## src/rtl/output_display_driver.sv

```systemverilog
// rtl/output_display_driver.sv - byte to BCD converter with multiplexed 4-digit seven-segment drive
module output_display_driver #(
  parameter int REFRESH_DIV = 16
) (
  input  logic        clk,
  input  logic        Reset,
  input  logic [7:0]  RawOutput,
  output logic [6:0]  seg,
  output logic [3:0]  an,
  output logic [11:0] value_bcd,
  output logic        busy
);

  localparam logic [1:0] IDLE    = 2'd0;
  localparam logic [1:0] CONVERT = 2'd1;
  localparam logic [1:0] LATCH   = 2'd2;

  localparam int            CW      = (REFRESH_DIV > 2) ? $clog2(REFRESH_DIV) : 1;
  localparam logic [CW-1:0] REF_MAX = CW'(REFRESH_DIV - 1);

  logic [1:0]    state_q, state_d;
  logic [7:0]    captured_q, captured_d;
  logic [7:0]    shift_q, shift_d;
  logic [11:0]   bcd_q, bcd_d;
  logic [2:0]    step_q, step_d;
  logic [11:0]   value_bcd_q, value_bcd_d;
  logic [11:0]   disp_q, disp_d;
  logic [CW-1:0] refresh_q, refresh_d;
  logic [1:0]    digit_q, digit_d;
  logic [11:0]   bcd_adj;
  logic [3:0]    digit_val;
  logic          digit_blank;

  function automatic logic [3:0] add3(input logic [3:0] n);
    return (n >= 4'd5) ? n + 4'd3 : n;
  endfunction

  function automatic logic [6:0] seg_of(input logic [3:0] d);
    case (d)
      4'd0:    return 7'b1000000;
      4'd1:    return 7'b1111001;
      4'd2:    return 7'b0100100;
      4'd3:    return 7'b0110000;
      4'd4:    return 7'b0011001;
      4'd5:    return 7'b0010010;
      4'd6:    return 7'b0000010;
      4'd7:    return 7'b1111000;
      4'd8:    return 7'b0000000;
      4'd9:    return 7'b0010000;
      default: return 7'b1111111;
    endcase
  endfunction

  // Double-dabble correction: bump every nibble >= 5 before the shift
  always_comb begin
    bcd_adj = {add3(bcd_q[11:8]), add3(bcd_q[7:4]), add3(bcd_q[3:0])};
  end

  // Conversion FSM: capture on change, shift 8 times, latch result
  always_comb begin
    state_d     = state_q;
    captured_d  = captured_q;
    shift_d     = shift_q;
    bcd_d       = bcd_q;
    step_d      = step_q;
    value_bcd_d = value_bcd_q;
    disp_d      = disp_q;
    case (state_q)
      IDLE: begin
        if (RawOutput != captured_q) begin
          captured_d = RawOutput;
          shift_d    = RawOutput;
          bcd_d      = 12'd0;
          step_d     = 3'd0;
          state_d    = CONVERT;
        end
      end
      CONVERT: begin
        bcd_d   = {bcd_adj[10:0], shift_q[7]};
        shift_d = {shift_q[6:0], 1'b0};
        step_d  = step_q + 3'd1;
        if (step_q == 3'd7) state_d = LATCH;
      end
      LATCH: begin
        value_bcd_d = bcd_q;
        disp_d      = bcd_q;
        state_d     = IDLE;
      end
      default: state_d = IDLE;
    endcase
  end

  // Free-running digit scan, independent of the conversion FSM
  always_comb begin
    refresh_d = refresh_q + CW'(1);
    digit_d   = digit_q;
    if (refresh_q == REF_MAX) begin
      refresh_d = '0;
      digit_d   = digit_q + 2'd1;
    end
  end

  // Digit select and leading-zero blanking from registered state only
  always_comb begin
    digit_val   = disp_q[3:0];
    digit_blank = 1'b0;
    case (digit_q)
      2'd0: digit_val = disp_q[3:0];
      2'd1: begin
        digit_val   = disp_q[7:4];
        digit_blank = (disp_q[11:8] == 4'd0) && (disp_q[7:4] == 4'd0);
      end
      2'd2: begin
        digit_val   = disp_q[11:8];
        digit_blank = (disp_q[11:8] == 4'd0);
      end
      default: digit_blank = 1'b1;
    endcase
    an        = ~(4'b0001 << digit_q);
    seg       = digit_blank ? 7'b1111111 : seg_of(digit_val);
    busy      = (state_q != IDLE);
    value_bcd = value_bcd_q;
  end

  // State registers with synchronous reset taking priority
  always_ff @(posedge clk) begin
    if (Reset) begin
      state_q     <= IDLE;
      captured_q  <= '0;
      shift_q     <= '0;
      bcd_q       <= '0;
      step_q      <= '0;
      value_bcd_q <= '0;
      disp_q      <= '0;
      refresh_q   <= '0;
      digit_q     <= '0;
    end else begin
      state_q     <= state_d;
      captured_q  <= captured_d;
      shift_q     <= shift_d;
      bcd_q       <= bcd_d;
      step_q      <= step_d;
      value_bcd_q <= value_bcd_d;
      disp_q      <= disp_d;
      refresh_q   <= refresh_d;
      digit_q     <= digit_d;
    end
  end

endmodule

```

## config.mk

```make
export PLATFORM = sky130hd
export DESIGN_NAME = output_display_driver
export DESIGN_NICKNAME = d
export VERILOG_FILES = /design/src/rtl/output_display_driver.sv
export SDC_FILE = /design/constraint.sdc
export NUM_CORES = 1
export LEC_CHECK = 0
export ABC_AREA = 1
export BUFFER_PORTS_ARGS = -buffer_cell sky130_fd_sc_hd__buf_2
export CORE_MARGIN = 2
export CORE_UTILIZATION = 57
export DETAILED_ROUTE_END_ITERATION = 8
export GPL_TIMING_DRIVEN = 1
export PLACE_DENSITY = 0.79
export SLEW_MARGIN = 20
export SYNTH_ARGS = -nofsm -noshare
export SYNTH_HDL_FRONTEND = slang
export SYNTH_SLANG_ARGS = --single-unit
```

## constraint.sdc

```tcl
create_clock -name clk -period 2.9 [get_ports clk]
set_clock_uncertainty 0.2 [all_clocks]
set_input_delay 0.145 -clock clk [delete_from_list [all_inputs] [get_ports clk]]
set_output_delay 0.145 -clock clk [all_outputs]
set_load 0.02 [all_outputs]
```

* Yosys cells after proc, flatten, opt, wreduce, memory -nomap -nowiden *
Memories as Yosys holds them, arrays and structs flattened.
Index checks and enable logic that the tools add are counted.

word-level totals
  flip-flop bits (word level) = 51
  ROM bits = 112
  input bits = 10
  output and inout bits = 24
  word-level logic and storage cells = 55
  memories = 1

cells by class
  add/subtract/negate cells = 6
  order comparisons = 3
  equal/unequal tests = 9
  shift-type cells = 1
  muxes and demuxes = 15
  bitwise logic cells = 1
  reductions and logical operators = 11

memories
  name             words  bits a word  rd ports  clocked after memory_dff  wr ports  line  source
  (no name shown)  16     7            1         0                         0         39    case (d)

operators by type and width
  kind                 count
  $pmux 12 s2          1
  $pmux 8 s2           1
  $ge 4x3->1 const B   3
  $mux 12              1
  $add 4x2->4 const B  2
  $logic_not 4->1      2
  $mux 4               2
  $mux 8               1
  $ne 8x8->1           1
  $pmux 4 s2           1
  $mux 7               1
  $mux 3               2
  $pmux 3 s2           1
  $reduce_and 2->1     3
  $add 4x1->4 const B  1
  $eq 2x1->1 const B   2
  $eq 2x2->1 const B   2
  $eq 4x4->1 const B   1
  $logic_not 2->1      2
  $mux 2               2
  $ne 2x2->1 const B   2
  $not 4->4            1
  $pmux 2 s2           1
  $reduce_bool 2->1    2
  8 further kinds      8

* Depth between registers and ports, before layout *
Gate-level depths: netlist (run 1).

  depth in word-level cells = 4
  depth in mapped cells = 12
  mapped depth without buffers = 12

* Worst setup path before layout (run 1) *
OpenSTA, ideal clock, no wires.

  kind = flip-flop to output port
  from = reg digit_q[0]
  to = out seg[1]
  arrival = 2.020 ns
  setup slack = 0.535 ns
  stages on the path, launching flop included = 8
  path buffers = 0
  cell sequence = dfxtp_1 -> inv_1 -> ha_1 -> o21ai_0 -> inv_1 -> ha_1 -> or2_2 -> nand2_1

on the way
  longest elaborated chain between the ends = 4
  elaborated cells on any way between the ends = 7

ends and longest elaborated chain
  what                                      line  source
  start: declaration                        29    logic [1:0] digit_q, digit_d;
  start signal: assignment                  146   digit_q <= digit_d;
  $eq 2x2->1 or $eq 2x1->1 (tied branches)  107   case (digit_q)
  $pmux 4 s2                                107
  $mem_v2 16x7                              --
  $mux 7 (*)                                120   seg = digit_blank ? 7'b1111111 : seg_of(digit_val);
  end: declaration                          8     output logic [6:0] seg,

Mark *: on every way between the ends. The rest lies on a longest branch, timed or not.

* Worst setup path in the final report (run 1) *
Ends and elaborated chain as after synthesis.

==> flow_summary.rst, run 1 <==
.. list-table::
   :header-rows: 1

   * - Metric
     - Value
   * - CTS tree
     - built
   * - Slowest cell on the critical path
     - sky130_fd_sc_hd__dfxtp_1
   * - Residual antenna-violating net count after detailed routing
     - 0
   * - Post-route fraction of the period consumed by the critical path
     - 94.23%
   * - Share of layout cells above drive strength 1
     - 15.66%
   * - Static power due to leakage
     - ~1.4 nW
   * - Maximum net fanout on the critical path
     - 8
   * - CTS Root Buffer Type
     - sky130_fd_sc_hd__clkbuf_8
   * - Starting DRT DRC Count
     - 116
   * - Top delay family on crit path
     - adder cells
   * - Startpoint of the worst hold path
     - Reset
   * - First-pass detailed-route iteration total
     - 4
   * - Mean instance size in the synthesized netlist
     - 7.164 um2
   * - First-pass GRT wire length
     - between 9000 and 10000 um
   * - Initial cell density of the core
     - 60.44%
   * - Outcome
     - complete, no violations
   * - Clock slew at the register clock pins of the worst setup and hold paths
     - ~0.09 ns
   * - Num ports
     - 34
   * - Count of different cell masters after synthesis
     - 27
   * - Max H-tree Level
     - 2
   * - Relative area change from synthesis to final layout
     - 14.58%
   * - Commonest cells after routing, fill and taps aside
     - 78 x sky130_fd_sc_hd__nand2_1, 57 x sky130_fd_sc_hd__a21oi_1, 51 x sky130_fd_sc_hd__dfxtp_1
   * - Clock period minus worst slack
     - 2.733 ns
   * - IR Drop Worst-Case VDD
     - 0.0002988 V
   * - Clock latency on the worst-skew pair
     - 0.30 ns
   * - Via Count
     - 2453
   * - Cell count after synthesis
     - 375
   * - FILL cells
     - 395
   * - Die width
     - 72.65 um
   * - Synth warn
     - 0
   * - Largest cells by area after synthesis
     - sky130_fd_sc_hd__dfxtp_1 38%, sky130_fd_sc_hd__nand2_1 11%, sky130_fd_sc_hd__a21oi_1 11%, sky130_fd_sc_hd__ha_1 8.4%, sky130_fd_sc_hd__nand3_1 7.3%
   * - Hold Path Cell Cnt
     - 3
   * - Worst-case clock buffer depth
     - 2
   * - Critical path's largest stage delay
     - roughly 0.42 ns
   * - Total of max-cap violations
     - 0
   * - Slew at the pin closest to its max-slew limit
     - 0.3974 ns
   * - Most common library cell in the layout ignoring fill and taps
     - sky130_fd_sc_hd__nand2_1
   * - Worst Hold End
     - captured_q[4]$_SDFFE_PP0P_
   * - Cells traversed along the worst timing path
     - inv_1 > ha_2 > nand2_1 > o21ai_1 > inv_1 > ha_1 > or2_2 > nand2_1 > buf_2
   * - M2 GR Usage
     - 37.98%
   * - Max-slew headroom at the worst pin
     - around three quarters
   * - Via count of the first global-routing pass
     - 2215
   * - Largest net degree at the start of global routing
     - 37
   * - Total CTS buffers
     - 5
   * - Data required time of the critical path
     - 2.56 ns
   * - WL/cell
     - 11.49 um
   * - Netlist area before placement
     - 2686 um2
   * - Register-to-Register Path Depth
     - 8
   * - Met3 track demand over resource
     - between 4 and 5%
   * - Net count reported at finish
     - between 400 and 500
   * - R2r endpoint
     - shift_q[6]$_SDFFE_PP0P_
   * - Vias per inst
     - approximately 5.3
   * - Synth top area share
     - 38.01%
   * - Total congestion overflow after global routing
     - 0
   * - Endpoint arrival time on the critical path
     - 2.39 ns
   * - Fraction of the yosys area taken by sequential cells
     - 38.01%
   * - Final HPWL DP
     - around 3700 um
   * - Hold WS
     - 0.1500 ns
   * - Area of the placeable core
     - around 4400 um2
   * - I/O Buffers
     - 33
   * - Residual DRC
     - 0
   * - Diodes inserted
     - 0
   * - R2R setup slack
     - slightly above 0.9 ns
   * - Path type of the worst setup path
     - flop to output pin
   * - Setup crit start kind
     - flop
   * - Final number of setup-violating endpoints
     - 0
   * - Endpoint type of the worst setup path
     - output pin
   * - Sum of buffers and inverters on the critical path
     - 3
   * - Total power per unit cell area
     - 448.8 nW/um2
   * - #FFs+latches synth
     - between 50 and 60
   * - R2R Path Start
     - captured_q[0]$_SDFFE_PP0P_
   * - Max-slew violation total from the final report
     - 0
   * - Number of nets in the synthesized netlist
     - 403
   * - Achievable frequency
     - 0.3659 GHz
   * - Clock tree sinks
     - approximately 50
   * - Initial antenna violation count
     - 0
   * - Overall routing resource usage
     - 21.29%
   * - Pwr Total
     - 1.382 mW
   * - Sum of negative setup slack
     - 0 ns
   * - GRT met1 Usage
     - roughly a quarter
   * - Overall die height
     - 72.65 um
   * - Synth area leader
     - sky130_fd_sc_hd__dfxtp_1
   * - Final RePlAce weighted congestion
     - 0.8953
   * - Layer carrying the most global-route usage
     - met2
   * - Total Routed Length
     - 5365 um
   * - Placement row count
     - 24
   * - DIE AREA
     - 5278 um2
   * - Unrepaired setup endpoints after global routing
     - false
   * - HP Class
     - input pin to flop
   * - Final hold violation count
     - 0
## tightest hold or removal path, cell delays in order
cell	delay [ns]
sky130_fd_sc_hd__buf_2	0.09
sky130_fd_sc_hd__buf_4	0.23
sky130_fd_sc_hd__a21oi_1	0.15
## power breakdown
part	internal, mW	leakage, nW	switching (mW)	total [mW]
registers	0.723	0.415	0.0149	0.738
clock network	0.279	0.0612	0.225	0.505
logic	0.0537	0.883	0.0850	0.139
## kinds of logic (layout without fill, tap and decap cells)
family / after synthesis / after routing / synth area share, %
compound gates: 98 / 98 / 18.82
xor+xnor: 8 / 8 / 2.608
fa+ha+maj: 18 / 18 / 8.384
buf+inv: 59 / 99 / 9.222
flops: 51 / 51 / 38.01
simple gates: 141 / 141 / 22.96
## synthesized netlist by cell type (all sizes together)
master,n
a21oi,58
buf,6
clkbuf,8
clkinv,1
dfxtp,51
ha,18
inv,44
nand2,81
nand3,39
nand4,1
nor2,16
nor3,1
o21a,1
o21ai,39
or2,3
xnor2,6
xor2,2
## through the flow
stage	worst slack (ns)	instances	util [%]	area [um2]
after global placement	0.4245	451	64.75	2878
after detailed placement	0.3202	451	64.75	2878
final	0.1673	467	69.26	3078
after floorplan	0.5346	375	-	2686
after global routing	0.01393	467	69.26	3078
after CTS	0.09237	467	69.20	3075
## routing by layer
metal	up-vias	wire (um)
met5	-	0
met4	0	66
met3	8	188
met2	49	2632
met1	1095	2477
li1	1301	-
## worst max path at each step
stage | start | endpoint | slack (ns) | cells after the start
detailed placement | digit_q[0]$_SDFFE_PP0P_ | seg[1] | 0.32 | 8
CTS | digit_q[0]$_SDFFE_PP0P_ | seg[1] | 0.09 | 8
floorplan | digit_q[0]$_SDFFE_PP0P_ | seg[1] | 0.53 | 7
global placement | digit_q[0]$_SDFFE_PP0P_ | seg[1] | 0.42 | 8
finish | digit_q[0]$_SDFFE_PP0P_ | seg[1] | 0.17 | 9
global route | digit_q[0]$_SDFFE_PP0P_ | seg[1] | 0.01 | 11
## flip-flops by register name (all words and copies together) (netlist names)
signal and cells:
bcd_q 12, disp_q 12, captured_q 8, shift_q 8
refresh_q 4, step_q 3, digit_q 2, state_q 2
## timing repair
| item | CTS | global route |
|---|---|---|
| endpoints found under the hold margin | 9 | 0 |
| gates resized for setup | 2 | 1 |
| endpoints found under the setup margin | 1 | 1 |
| hold buffers | 8 | 0 |
| cloned | 0 | 0 |
| buffers inserted | 0 | 0 |
## layout make-up
type,instances,area (um2),share of cell area (%)
repair buffers,46,282.8,9.187
clock buffers,6,82.58,2.683
flip-flops and latches,51,1021,33.17
multi-input cells,265,1420,46.14
clock inverters,2,35.03,1.138
well taps,52,65.06,2.114
inverters,45,171.4,5.569
No activity file was read; power rests on OpenSTA's default activity.
==> inputs of run 2 (changes only) <==
--- a/config.mk
+++ b/config.mk
@@ -12,6 +12,7 @@
 export DETAILED_ROUTE_END_ITERATION = 8
 export GPL_TIMING_DRIVEN = 1
 export PLACE_DENSITY = 0.79
+export RECOVER_POWER = 25
 export SLEW_MARGIN = 20
 export SYNTH_ARGS = -nofsm -noshare
 export SYNTH_HDL_FRONTEND = slang
==> flow_summary.rst, run 2 (synthesis gave the netlist of run 1 again) <==
.. list-table::
   :header-rows: 1

   * - Metric
     - Value
   * - Via count of the first global-routing pass
     - 2215 (unchanged)
   * - Vias per inst
     - 5.251 (was 5.253)
   * - Total power per unit cell area
     - 452.0 nW/um2 (was 448.8 nW/um2)
   * - Setup crit start kind
     - flop (unchanged)
   * - GRT met1 Usage
     - 25.07% (unchanged)
   * - Initial antenna violation count
     - 0 (unchanged)
   * - Clock latency on the worst-skew pair
     - 0.30 ns (about the same)
   * - Clock period minus worst slack
     - 2.733 ns (about the same)
   * - R2R Path Start
     - state_q[1]$_SDFFE_PP0P_ (was captured_q[0]$_SDFFE_PP0P_)
   * - M2 GR Usage
     - 37.98% (unchanged)
   * - R2R setup slack
     - 0.33 ns (was 0.93 ns)
   * - Final HPWL DP
     - 3737 um (unchanged)
   * - Total Routed Length
     - 5395 um (was 5365 um)
   * - DIE AREA
     - 5278 um2 (unchanged)
   * - Overall routing resource usage
     - 21.29% (unchanged)
   * - I/O Buffers
     - 33 (unchanged)
   * - Clock slew at the register clock pins of the worst setup and hold paths
     - 0.09 ns (about the same)
   * - Starting DRT DRC Count
     - 123 (was 116)
   * - Layer carrying the most global-route usage
     - met2 (unchanged)
   * - Critical path origin
     - digit_q[0]$_SDFFE_PP0P_ (unchanged)
   * - WL/cell
     - 11.55 um (was 11.49 um)
   * - Unrepaired setup endpoints after global routing
     - false (unchanged)
   * - FILL cells
     - 404 (was 395)
   * - Achievable frequency
     - 0.3660 GHz (was 0.3659 GHz)
   * - Most common library cell in the layout ignoring fill and taps
     - sky130_fd_sc_hd__nand2_1 (unchanged)
   * - Sum of buffers and inverters on the critical path
     - 3 (unchanged)
   * - Max H-tree Level
     - 2 (unchanged)
   * - Commonest cells after routing, fill and taps aside
     - 78 x sky130_fd_sc_hd__nand2_1, 57 x sky130_fd_sc_hd__a21oi_1, 51 x sky130_fd_sc_hd__dfxtp_1 (unchanged)
   * - Share of layout cells above drive strength 1
     - 12.29% (was 15.66%)
   * - Residual DRC
     - 0 (unchanged)
   * - Static power due to leakage
     - 1.298 nW (was 1.359 nW)
   * - IR Drop Worst-Case VDD
     - 0.0002992 V (was 0.0002988 V)
   * - Pwr Total
     - 1.381 mW (was 1.382 mW)
   * - Hold WS
     - 0.1517 ns (was 0.1500 ns)
   * - Max-slew violation total from the final report
     - 0 (unchanged)
   * - Area of all placed cells without fillers
     - 3055 um2 (was 3078 um2)
   * - Die width
     - 72.65 um (unchanged)
   * - Register-to-Register Path Depth
     - 6 (was 8)
   * - Residual antenna-violating net count after detailed routing
     - 0 (unchanged)
   * - Area of the placeable core
     - 4444 um2 (unchanged)
   * - First-pass detailed-route iteration total
     - 4 (unchanged)
   * - Slew at the pin closest to its max-slew limit
     - 1.448 ns (was 0.3974 ns)
   * - End point of the critical path
     - seg[1] (unchanged)
   * - Placement row count
     - 24 (unchanged)
   * - Instance area at placement
     - 2878 um2 (unchanged)
   * - Total of max-cap violations
     - 0 (unchanged)
   * - Final RePlAce weighted congestion
     - 0.8953 (unchanged)
   * - Crit path depth
     - 9 (unchanged)
   * - Top delay family on crit path
     - adder cells (unchanged)
   * - CTS Root Buffer Type
     - sky130_fd_sc_hd__clkbuf_8 (unchanged)
   * - CTS tree
     - built (unchanged)
   * - Final number of setup-violating endpoints
     - 0 (unchanged)
   * - Total CTS buffers
     - 5 (unchanged)
   * - Path type of the worst setup path
     - flop to output pin (unchanged)
   * - Overall die height
     - 72.65 um (unchanged)
   * - Diodes inserted
     - 0 (unchanged)
   * - Total congestion overflow after global routing
     - 0 (unchanged)
   * - Maximum net fanout on the critical path
     - 8 (unchanged)
   * - HP Class
     - input pin to flop (unchanged)
   * - Sequential cell area
     - 1021 um2 (unchanged)
   * - Via Count
     - 2452 (was 2453)
   * - Met3 track demand over resource
     - 4.282% (unchanged)
   * - Multi-input logic area
     - 1420 um2 (unchanged)
   * - Final hold violation count
     - 0 (unchanged)
   * - First-pass GRT wire length
     - 9073 um (unchanged)
   * - Cells traversed along the worst timing path
     - inv_1 > ha_2 > nand2_1 > o21ai_1 > inv_1 > ha_1 > or2_2 > nand2_1 > buf_2 (unchanged)
   * - Worst-case clock buffer depth
     - 2 (unchanged)
   * - Initial cell density of the core
     - 60.44% (unchanged)
   * - Post-route fraction of the period consumed by the critical path
     - 94.23% (about the same)
   * - Outcome
     - complete, no violations (unchanged)
   * - Slowest cell on the critical path
     - sky130_fd_sc_hd__dfxtp_1 (unchanged)
   * - Top flop regs
     - bcd_q (12), disp_q (12) (unchanged)
   * - Endpoint type of the worst setup path
     - output pin (unchanged)
   * - Max-slew headroom at the worst pin
     - 3.482% (was 73.48%)
   * - Critical path's largest stage delay
     - 0.42 ns (about the same)
   * - Sum of negative setup slack
     - 0 ns (unchanged)
   * - Num ports
     - 34 (unchanged)
   * - Net count reported at finish
     - 442 (unchanged)
   * - Endpoint arrival time on the critical path
     - 2.39 ns (about the same)
   * - Largest net degree at the start of global routing
     - 37 (unchanged)
   * - Relative area change from synthesis to final layout
     - 13.74% (was 14.58%)
   * - Number of post-CTS setup repair buffers
     - 0 (unchanged)
   * - R2r endpoint
     - shift_q[6]$_SDFFE_PP0P_ (unchanged)
   * - Data required time of the critical path
     - 2.56 ns (about the same)
   * - Clock tree sinks
     - 51 (unchanged)
## run 2: repair_timing
item / CTS / global route
gates cloned: 0 / 0
setup endpoints to repair: 1 / 1
hold buffers: 8 / 0
endpoints found under the hold margin: 9 / 0
resized for setup: 2 / 1
## run 2: power breakdown
part           internal, mW  switching [mW]
combinational        0.0532          0.0851
clock                 0.279           0.225
sequential            0.723          0.0149
total                  1.06           0.325
## run 2: metal layers
| layer | vias to the layer above | share of wire (%) |
|---|---|---|
| met5 | - | 0 |
| met2 | 41 | 49 |
| met3 | 8 | 3.3 |
| li1 | 1299 | - |
| met1 | 1104 | 46 |
| met4 | 0 | 1.2 |
## run 2: how the worst min path moves through the flow
stage,startpoint,end,cells after the start
2_1_floorplan,RawOutput[1],captured_q[1]$_SDFFE_PP0P_,2
3_3_place_gp,refresh_q[0]$_SDFF_PP0_,refresh_q[0]$_SDFF_PP0_,1
3_5_place_dp,refresh_q[0]$_SDFF_PP0_,refresh_q[0]$_SDFF_PP0_,1
4_1_cts,Reset,captured_q[3]$_SDFFE_PP0P_,3
5_1_grt,Reset,captured_q[3]$_SDFFE_PP0P_,3
6_report,Reset,captured_q[4]$_SDFFE_PP0P_,3
## run 2: tightest hold or removal path: cells and delay by family
family	cells	cell delay, ns
buf+inv	2	0.32
compound gates	1	0.15
## run 2: through the flow
step	worst slack (ns)	cells	util (%)
after global routing	0.01393	467	68.75
after global placement	0.4245	451	64.75
after CTS	0.09237	467	69.20
after detailed placement	0.3202	451	64.75
after floorplan	0.5346	375	-
final	0.1674	467	68.75
## run 2: area by class of cell
| class | count | area share (%) |
|---|---|---|
| inverter | 45 | 5.610 |
| clock buffer | 6 | 2.703 |
| multi-input combinational | 265 | 46.48 |
| clock inverter | 2 | 1.147 |
| sequential | 51 | 33.42 |
| timing repair buffer | 46 | 8.518 |
| tap | 52 | 2.129 |
==> inputs of run 3 (changes only) <==
--- a/config.mk
+++ b/config.mk
@@ -5,13 +5,11 @@
 export SDC_FILE = /design/constraint.sdc
 export NUM_CORES = 1
 export LEC_CHECK = 0
-export ABC_AREA = 1
 export BUFFER_PORTS_ARGS = -buffer_cell sky130_fd_sc_hd__buf_2
 export CORE_MARGIN = 2
-export CORE_UTILIZATION = 57
+export CORE_UTILIZATION = 35
 export DETAILED_ROUTE_END_ITERATION = 8
 export GPL_TIMING_DRIVEN = 1
-export PLACE_DENSITY = 0.79
 export RECOVER_POWER = 25
 export SLEW_MARGIN = 20
 export SYNTH_ARGS = -nofsm -noshare
==> flow_summary.rst, run 3 <==
.. list-table::
   :header-rows: 1

   * - Metric
     - Value
   * - Outcome
     - complete, no violations (unchanged)
   * - Synth area leader
     - sky130_fd_sc_hd__dfxtp_1 (unchanged)
   * - Largest cells by area after synthesis
     - sky130_fd_sc_hd__dfxtp_1 39%, sky130_fd_sc_hd__ha_1 8.5%, sky130_fd_sc_hd__a21oi_1 7.9%, sky130_fd_sc_hd__nand2_1 7.7%, sky130_fd_sc_hd__nand3_1 5.5% (was sky130_fd_sc_hd__dfxtp_1 38%, sky130_fd_sc_hd__nand2_1 11%, sky130_fd_sc_hd__a21oi_1 11%, sky130_fd_sc_hd__ha_1 8.4%, sky130_fd_sc_hd__nand3_1 7.3%)
   * - Fraction of the yosys area taken by sequential cells
     - 38.56% (was 38.01%)
   * - WL/cell
     - 12.00 um (was 11.55 um)
   * - Combinational family with the most area after synthesis
     - simple AND/OR/NAND/NOR gates (unchanged)
   * - Most common library cell in the layout ignoring fill and taps
     - sky130_fd_sc_hd__nand2_1 (unchanged)
   * - Proportion of register bits with asynchronous set or reset after synthesis
     - 0% (unchanged)
   * - Hold WS
     - 0.008948 ns (was 0.1517 ns)
   * - Synth top area share
     - 38.56% (was 38.01%)
   * - Number of post-CTS setup repair buffers
     - 0 (unchanged)
   * - Setup crit start kind
     - flop (unchanged)
   * - Most frequently used cell type in the post-synthesis netlist
     - sky130_fd_sc_hd__nand2_1 (unchanged)
   * - Total congestion overflow after global routing
     - 0 (unchanged)
   * - Final number of setup-violating endpoints
     - 0 (unchanged)
   * - Critical path's largest stage delay
     - 0.39 ns (was 0.42 ns)
   * - Die width
     - 90.98 um (was 72.65 um)
   * - Post-route fraction of the period consumed by the critical path
     - 91.80% (was 94.23%)
   * - Sum of negative setup slack
     - 0 ns (unchanged)
   * - Starting DRT DRC Count
     - 128 (was 123)
   * - Max-slew violation total from the final report
     - 0 (unchanged)
   * - Final HPWL DP
     - 3750 um (was 3737 um)
   * - Via Count
     - 2252 (was 2452)
   * - Post-synth EDFFs
     - 0 (unchanged)
   * - Total CTS buffers
     - 5 (unchanged)
   * - Data required time of the critical path
     - 2.56 ns (about the same)
   * - #FFs+latches synth
     - 51 (unchanged)
   * - Max H-tree Level
     - 2 (unchanged)
   * - Total power per unit cell area
     - 435.3 nW/um2 (was 452.0 nW/um2)
   * - Count of different cell masters after synthesis
     - 37 (was 27)
   * - First-pass GRT wire length
     - 9604 um (was 9073 um)
   * - Via count of the first global-routing pass
     - 2050 (was 2215)
   * - Overall routing resource usage
     - 13.75% (was 21.29%)
   * - Clock period minus worst slack
     - 2.662 ns (was 2.733 ns)
   * - Synthesized-area fraction occupied by adder cells
     - 8.507% (was 8.384%)
   * - Num ports
     - 34 (unchanged)
   * - Netlist area before placement
     - 2648 um2 (was 2686 um2)
   * - Synthesized-area fraction occupied by ao, oa, aoi and oai cells
     - 18.15% (was 18.82%)
   * - Initial antenna violation count
     - 0 (unchanged)
   * - Cells traversed along the worst timing path
     - inv_1 > ha_1 > a22o_1 > mux2i_2 > ha_1 > o21ai_0 > nand3_1 > buf_2 (was inv_1 > ha_2 > nand2_1 > o21ai_1 > inv_1 > ha_1 > or2_2 > nand2_1 > buf_2)
   * - Unrepaired setup endpoints after global routing
     - false (unchanged)
   * - Final hold violation count
     - 0 (unchanged)
   * - Clock slew at the register clock pins of the worst setup and hold paths
     - 0.09 ns (about the same)
   * - Final RePlAce weighted congestion
     - 0.7975 (was 0.8953)
   * - Total Routed Length
     - 5522 um (was 5395 um)
   * - IR Drop Worst-Case VDD
     - 0.0002107 V (was 0.0002992 V)
   * - Residual antenna-violating net count after detailed routing
     - 0 (unchanged)
   * - Largest net degree at the start of global routing
     - 52 (was 37)
   * - Net count reported at finish
     - 388 (was 442)
   * - Residual DRC
     - 0 (unchanged)
   * - Total of max-cap violations
     - 0 (unchanged)
   * - Relative area change from synthesis to final layout
     - 13.99% (was 13.74%)
   * - Max-slew headroom at the worst pin
     - 38.58% (was 3.482%)
   * - Xor/xnor share of the synthesized area
     - 5.813% (was 2.608%)
   * - Initial cell density of the core
     - 36.31% (was 60.44%)
   * - Maximum net fanout on the critical path
     - 5 (was 8)
   * - Endpoint type of the worst setup path
     - output pin (unchanged)
   * - Top flop regs
     - bcd_q (12), disp_q (12) (unchanged)
   * - Most common flop cell mapped by yosys
     - sky130_fd_sc_hd__dfxtp_1 (unchanged)
   * - Slew at the pin closest to its max-slew limit
     - 0.9213 ns (was 1.448 ns)
   * - FILL cells
     - 776 (was 404)
   * - HP Class
     - input pin to flop (unchanged)
   * - Placement row count
     - 31 (was 24)
   * - Achievable frequency
     - 0.3756 GHz (was 0.3660 GHz)
   * - Mean instance size in the synthesized netlist
     - 8.023 um2 (was 7.164 um2)
   * - Number of nets in the synthesized netlist
     - 358 (was 403)
   * - Area of the placeable core
     - 7292 um2 (was 4444 um2)
   * - Clock tree sinks
     - 51 (unchanged)
   * - Static power due to leakage
     - 1.124 nW (was 1.298 nW)
   * - Post-Synth Simple-Gate Area
     - 22.78% (was 22.96%)
   * - Diodes inserted
     - 0 (unchanged)
   * - Path type of the worst setup path
     - flop to output pin (unchanged)
   * - Overall die height
     - 90.98 um (was 72.65 um)
   * - Commonest cells after routing, fill and taps aside
     - 54 x sky130_fd_sc_hd__nand2_1, 50 x sky130_fd_sc_hd__dfxtp_1, 42 x sky130_fd_sc_hd__a21oi_1 (was 78 x sky130_fd_sc_hd__nand2_1, 57 x sky130_fd_sc_hd__a21oi_1, 51 x sky130_fd_sc_hd__dfxtp_1)
   * - Endpoint arrival time on the critical path
     - 2.32 ns (was 2.39 ns)
   * - Cell count after synthesis
     - 330 (was 375)
   * - Clock latency on the worst-skew pair
     - 0.30 ns (about the same)
   * - Slowest cell on the critical path
     - sky130_fd_sc_hd__dfxtp_1 (unchanged)
   * - Top post-synthesis cells by count
     - 54 x sky130_fd_sc_hd__nand2_1, 51 x sky130_fd_sc_hd__dfxtp_1, 42 x sky130_fd_sc_hd__a21oi_1 (was 78 x sky130_fd_sc_hd__nand2_1, 57 x sky130_fd_sc_hd__a21oi_1, 51 x sky130_fd_sc_hd__dfxtp_1)
   * - First-pass detailed-route iteration total
     - 4 (unchanged)
   * - DIE AREA
     - 8276 um2 (was 5278 um2)
   * - Worst-case clock buffer depth
     - 2 (unchanged)
   * - Synth warn
     - 0 (unchanged)
   * - Vias per inst
     - 4.896 (was 5.251)
   * - Cell repeated most along the worst path
     - sky130_fd_sc_hd__ha_1
   * - Multiplexer share of the synthesized area
     - 0.7561% (was 0%)
   * - CTS tree
     - built (unchanged)
   * - Share of layout cells above drive strength 1
     - 12.19% (was 12.29%)
   * - I/O Buffers
     - 33 (unchanged)
   * - CTS Root Buffer Type
     - sky130_fd_sc_hd__clkbuf_8 (unchanged)
-- run 3: stage by stage --
step	setup WS (ns)	std cells	cell area, um2	power (mW)	utilization, %
finish	0.2378	460	3018	1.314	41.39
global route	0.04864	460	3018	1.379	41.39
CTS	0.05715	460	3025	1.333	41.49
detailed placement	0.4075	447	2875	0.8843	39.43
global placement	0.4797	447	2875	0.8826	39.43
floorplan	0.6650	330	2648	0.8536	-
-- run 3: metal layers --
metal / share of wire (%) / vias to the layer above / GRT usage [%]
met4: 1.2 / 0 / 4.167
met2: 44 / 36 / 21.98
met5: 0 / - / 0
met1: 52 / 1020 / 18.56
met3: 3.5 / 5 / 2.988
li1: - / 1191 / -
-- run 3: logic make-up after synthesis --
group,count (synthesis)
AOI/OAI and AO/OA,82
xor gates and xnor gates,15
adders and majority gates,18
buffers and inverters,34
DFF,51
muxes,2
and+or+nand+nor,128
-- run 3: final timing paths --
kind / to / startpoint / depth (start not counted) / slack (ns)
hold reg to reg: step_q[2]$_SDFFE_PP0P_ / step_q[2]$_SDFFE_PP0P_ / 2 / 0.27
setup / recovery: seg[3] / digit_q[1]$_SDFFE_PP0P_ / 8 / 0.24
setup reg to reg: shift_q[7]$_SDFFE_PP0P_ / captured_q[0]$_SDFFE_PP0P_ / 6 / 0.80
hold / removal: captured_q[4]$_SDFFE_PP0P_ / RawOutput[4] / 3 / 0.009
-- run 3: what timing repair did --
action                                  CTS  global route
hold buffers                              5             0
endpoints found under the setup margin    0             6
resized for setup                         0             3
endpoints found under the hold margin    10             0
-- run 3: report_power, final --
group	leakage, nW	internal, mW	total [mW]	switching [mW]
logic	0.657	0.0505	0.132	0.0815
clock network	0.0515	0.218	0.441	0.223
registers	0.416	0.724	0.741	0.0170
-- run 3: critical path: cells and delay by family (launching register included) --
family | cells | cell delay, ns
AO/OA/AOI/OAI | 2 | 0.43
adder cells (fa/ha/maj) | 2 | 0.55
buffers and inverters | 2 | 0.30
flip-flops | 1 | 0.39
multiplexers | 1 | 0.26
AND/OR/NAND/NOR | 1 | 0.09
-- run 3: layout make-up --
class | count | area (um2) | share of cell area [%]
clock buffers | 8 | 100.1 | 3.317
inverters | 16 | 60.06 | 1.990
multi-input cells | 245 | 1489 | 49.34
flip-flops and latches | 51 | 1022 | 33.87
well taps | 99 | 123.9 | 4.104
repair buffers | 41 | 222.7 | 7.380
